**config.mk**
```make
export PLATFORM = sky130hd
export DESIGN_NAME = even_odd_seq_gen
export DESIGN_NICKNAME = d
export VERILOG_FILES = /design/src/rtl/even_odd_pkg.sv /design/src/rtl/eo_parity_check.sv /design/src/rtl/even_odd_seq_gen.sv
export SDC_FILE = /design/constraint.sdc
export NUM_CORES = 1
export LEC_CHECK = 0
export CAP_MARGIN = 20
export CORE_MARGIN = 3
export CORE_UTILIZATION = 57
export CTS_BUF_LIST = sky130_fd_sc_hd__clkbuf_8
export CTS_CLUSTER_SIZE = 28
export DETAILED_ROUTE_END_ITERATION = 12
export GPL_TIMING_DRIVEN = 0
export PLACE_DENSITY = 0.91
export SLEW_MARGIN = 20
export SYNTH_ARGS = -nofsm -noshare
export SYNTH_HDL_FRONTEND = slang
export SYNTH_SLANG_ARGS = --single-unit
```
**constraint.sdc**
```tcl
create_clock -name clk -period 3.8 [get_ports clk]
set_input_delay 0.38 -clock clk [delete_from_list [all_inputs] [get_ports clk]]
set_output_delay 0.38 -clock clk [all_outputs]
set_load 0.01 [all_outputs]
```
**src/rtl/even_odd_pkg.sv**
```systemverilog
// Shared types and constants for the even/odd sequence generator.
package even_odd_pkg;

   // Generator FSM states
   typedef enum logic [1:0] {
      EO_IDLE = 2'd0,
      EO_RUN  = 2'd1,
      EO_DONE = 2'd2
   } eo_state_t;

   localparam logic        MODE_EVEN = 1'b0;
   localparam logic        MODE_ODD  = 1'b1;
   localparam int unsigned EO_STEP   = 2;

endpackage

```
**src/rtl/eo_parity_check.sv**
```systemverilog
// Combinational parity classifier used by the optional self-check.
module eo_parity_check #(
   parameter int unsigned WIDTH = 8
) (
   input  logic [WIDTH-1:0] num,
   output logic             is_even
);

   // Only bit 0 decides parity; the upper bits are intentionally ignored.
   logic w_unused_upper;

   assign w_unused_upper = ^num;
   assign is_even        = ~num[0];

endmodule

```
**src/rtl/even_odd_seq_gen.sv**
```systemverilog
// Even/odd number stream producer with valid/ready output.
// Optional self-check enabled by defining EVEN_ODD_SELFCHK_EN (adds chk_err).
module even_odd_seq_gen #(
   parameter int unsigned WIDTH = 8
) (
   input  logic             clk,
   input  logic             rst,
   input  logic             start,
   input  logic             mode,
   input  logic [WIDTH-1:0] start_val,
   input  logic [WIDTH-1:0] count,
   input  logic             out_ready,
   output logic             out_valid,
   output logic [WIDTH-1:0] out_num,
   output logic             out_last,
   output logic             busy,
   output logic             done
`ifdef EVEN_ODD_SELFCHK_EN
  ,output logic             chk_err
`endif
);

   import even_odd_pkg::*;

   eo_state_t        r_state;
   logic             r_mode;
   logic [WIDTH-1:0] r_rem;

   logic             w_hs;
   logic [WIDTH-1:0] w_first;

   assign w_hs    = out_valid && out_ready;
   // First value: start_val if it already has the requested parity, else the next one up.
   assign w_first = (start_val[0] == mode) ? start_val : start_val + WIDTH'(1);

   // Generator FSM with registered outputs
   always_ff @(posedge clk) begin
      if (rst) begin
         r_state   <= EO_IDLE;
         r_mode    <= MODE_EVEN;
         r_rem     <= '0;
         out_valid <= 1'b0;
         out_num   <= '0;
         out_last  <= 1'b0;
         busy      <= 1'b0;
         done      <= 1'b0;
      end else begin
         case (r_state)
            EO_IDLE: begin
               done <= 1'b0;
               if (start) begin
                  if (count != '0) begin
                     r_state   <= EO_RUN;
                     r_mode    <= mode;
                     r_rem     <= count;
                     out_num   <= w_first;
                     out_valid <= 1'b1;
                     out_last  <= (count == WIDTH'(1));
                     busy      <= 1'b1;
                  end else begin
                     r_state <= EO_DONE;
                     done    <= 1'b1;
                  end
               end
            end
            EO_RUN: begin
               if (w_hs) begin
                  if (r_rem == WIDTH'(1)) begin
                     r_state   <= EO_DONE;
                     r_rem     <= '0;
                     out_valid <= 1'b0;
                     out_last  <= 1'b0;
                     busy      <= 1'b0;
                     done      <= 1'b1;
                  end else begin
                     out_num  <= out_num + WIDTH'(EO_STEP);
                     r_rem    <= r_rem - WIDTH'(1);
                     out_last <= (r_rem == WIDTH'(2));
                  end
               end
            end
            EO_DONE: begin
               done    <= 1'b0;
               r_state <= EO_IDLE;
            end
            default: begin
               r_state   <= EO_IDLE;
               out_valid <= 1'b0;
               out_last  <= 1'b0;
               busy      <= 1'b0;
               done      <= 1'b0;
            end
         endcase
      end
   end

`ifdef EVEN_ODD_SELFCHK_EN
   logic w_is_even;

   eo_parity_check #(.WIDTH(WIDTH)) u_parity_check (
      .num     (out_num),
      .is_even (w_is_even)
   );

   // Flag a presented value whose parity disagrees with the captured mode
   always_ff @(posedge clk) begin
      if (rst) begin
         chk_err <= 1'b0;
      end else begin
         chk_err <= out_valid && (w_is_even == (r_mode == MODE_ODD));
      end
   end
`else
   logic w_unused_mode;

   assign w_unused_mode = r_mode;
`endif

endmodule
```
==> impl_metrics.json <==
{
  "outcome": "finished clean",
  "cts_num_sinks": 21,
  "relSlewSlack_pct": 56.7,
  "fin_cells": 257,
  "clockBufferDepth": 2,
  "async_reset_ff_share_pct": 0,
  "fin_hold_ws_ns": 0.460,
  "cp_max_fo": 10,
  "yosys_warnings": 0,
  "io_pins": 33,
  "syn_to_final_growth_pct": 26.1,
  "num_vias": 1821,
  "fillCellCount": 184,
  "ys_types": 53,
  "leakage_nw": 0.684,
  "fmax_ghz": 0.439,
  "syn_area_sq_um": 1550,
  "final_nets": 254,
  "finClkSkew_ns": 0.00587,
  "finalPower_mw": 0.636,
  "synth_edf_count": 0,
  "worstSetupPathType": "flip-flop to flip-flop",
  "drive_above_1_share_pct": 7.93,
  "syn_inst": 191,
  "numCtsBuffers": 3,
  "routedWlPerCell_um": 18.6,
  "antenna_cells": 0,
  "cts_tree": "built",
  "drtPass1Iterations": 5,
  "slew_viol_final": 0,
  "worstMarginPinSlew_ns": 0.650,
  "via_per_inst": 7.09,
  "grt_max_degree": 13,
  "placementRows": 18,
  "cpPeakStageDelay_ns": 0.55,
  "h-tree-depth": 1,
  "core-area_sq_um": 2520,
  "dp_hpwl_mm": 3.43,
  "grt_pass1_wl_mm": 7.77,
  "drc": 0,
  "cp-end-kind": "flip-flop",
  "period_needed_ns": 2.28,
  "synthFlopType": "dfxtp_1",
  "dieWidth_um": 58.2,
  "yosys_register_bits": 21,
  "avgSynthCellArea_sq_um": 8.12,
  "cts_root_buffer": "clkbuf_8",
  "hold_path.class": "flip-flop to flip-flop",
  "place_congestion": 0.948,
  "dpl.cell_count": 253,
  "crit_arrival_ns": 2.45,
  "finalHoldViolCount": 0,
  "synth_nets": 217,
  "worstPathRequired_ns": 3.98,
  "die_h_um": 58.2,
  "drt-initial-drc-count": 196,
  "slowest_stage": "a21oi_1",
  "p_per_area_nw_per_um2": 325,
  "clock_latency_ns": 0.27,
  "grt_pass1_vias": 1735,
  "die_area_sq_um": 3380,
  "cts_resized": 0,
  "gr-usage-all-layers_pct": 29.2,
  "cts_hold_buf": 0,
  "clk_pin_slew_worst_paths_ns": 0.08,
  "start_util_pct": 61.5,
  "max_cap_viol_count": 0,
  "setup_viol": 0,
  "path_cells": "inv_1, ha_1, nor4b_1, a21oi_1, buf_2, a22oi_1, o32ai_1",
  "startpoint_type": "flip-flop",
  "portBuffers": 32,
  "finalSetupTns_ns": 0,
  "antenna_found_initial": 0,
  "seq_area_frac_synth_pct": 27.1,
  "routed_wl_mm": 4.77,
  "antenna_left": 0,
  "period_share_pct": 59.9,
  "rsz0062_at_grt": "false",
  "peakVddDrop_mv": 0.269,
  "grt.overflow.total": 0,
  "post_cts_buffers": 0
}
worst max-delay path, delay by kind of cell (launching register included):
kind,cells,cell delay [ns]
compound gates,3,0.90
fa+ha+maj,1,0.23
buf+inv,2,0.46
flops,1,0.40
simple gates,1,0.18
final timing paths:
kind,depth (start not counted),end,start,slack (ns)
max,7,r_rem[4],r_rem[1],1.52
max reg2reg,7,r_rem[4],r_rem[1],1.52
min,2,out_num[0],out_num[0],0.46
min reg2reg,2,out_num[0],out_num[0],0.46
layer usage:
metal | wire, um | vias to the layer above | global-route usage (%)
li1 | - | 826 | -
met1 | 1890 | 838 | 34.7
met2 | 2350 | 135 | 51.9
met3 | 405 | 22 | 4.23
met4 | 122 | 0 | 12.3
met5 | 0 | - | 0
logic make-up (layout without fill, tap and decap cells):
kind of cell    after synthesis  in the layout  share of synthesized area [%]
xor+xnor                      2              2                           1.13
simple gates                 80             80                           30.1
fa+ha+maj                     5              5                           4.04
flops                        21             21                           27.1
compound gates               63             63                           31.8
buf+inv                      20             56                           5.81
cell usage after synthesis, drive strengths merged, types with 2 or more instances:
cell	instances	area [sq um]
o32ai	9	78.8
buf	5	33.8
nor4	5	31.3
clkbuf	7	26.3
and3	3	18.8
nor3b	3	27.5
o31ai	2	28.8
dfxtp	21	420
or4	5	41.3
nor4b	2	17.5
a32oi	4	35.0
inv	8	30.0
nand3b	3	22.5
xnor2	2	17.5
o2bb2ai	3	26.3
a211oi	5	47.5
nand3	7	35.0
nor2b	2	12.5
o21ai	5	25.0
nand4b	2	17.5
nor3	5	25.0
a31oi	3	18.8
or3	3	18.8
o211ai	2	15.0
a21oi	11	58.8
nand2	19	71.3
nor2	9	41.3
nand2b	4	25.0
and2	3	18.8
a22oi	9	67.6
a2111oi	2	20.0
ha	5	62.6
stage by stage:
stage | utilization (%) | worst slack, ns | instance area (sq um)
finish | 77.5 | 1.52 | 1950
global route | 77.5 | 1.44 | 1950
CTS | 77.5 | 1.60 | 1950
detailed placement | 75.6 | 1.33 | 1910
global placement | 75.6 | 1.37 | 1910
floorplan | - | 2.03 | 1550
sequential cells by signal, indices dropped and copies added (netlist names):
register / flops
out_last: 1
r_rem: 8
out_num: 8
r_state: 2
done: 1
busy: 1
report_power, final:
group / leakage, nW / internal [mW] / switching (mW) / total (mW)
Sequential: 0.172 / 0.239 / 0.0209 / 0.260
Combinational: 0.486 / 0.101 / 0.124 / 0.225
Clock: 0.0255 / 0.0732 / 0.0783 / 0.151
Total: 0.684 / 0.413 / 0.223 / 0.636
cell usage in the layout, fill, tap and decap left out, drive strengths merged, types with 7 or more instances in the layout:
cell	Yosys	layout
a21oi	11	11
a22oi	9	9
clkbuf	7	10
clkdlybuf4s50	0	32
dfxtp	21	21
inv	8	8
nand2	19	19
nand3	7	7
nor2	9	9
o32ai	9	9
layout make-up:
type	count	area (sq um)	share of cell area, %
Multi-Input combinational cell	150	1040	53.2
Sequential cell	21	420	21.5
Timing Repair Buffer	32	320	16.4
Buffer	12	60.1	3.07
Clock buffer	3	41.3	2.11
Tap cell	30	37.5	1.92
Inverter	8	30.0	1.54
Clock inverter	1	5.00	0.256
Power figures use the tool's default switching activity.
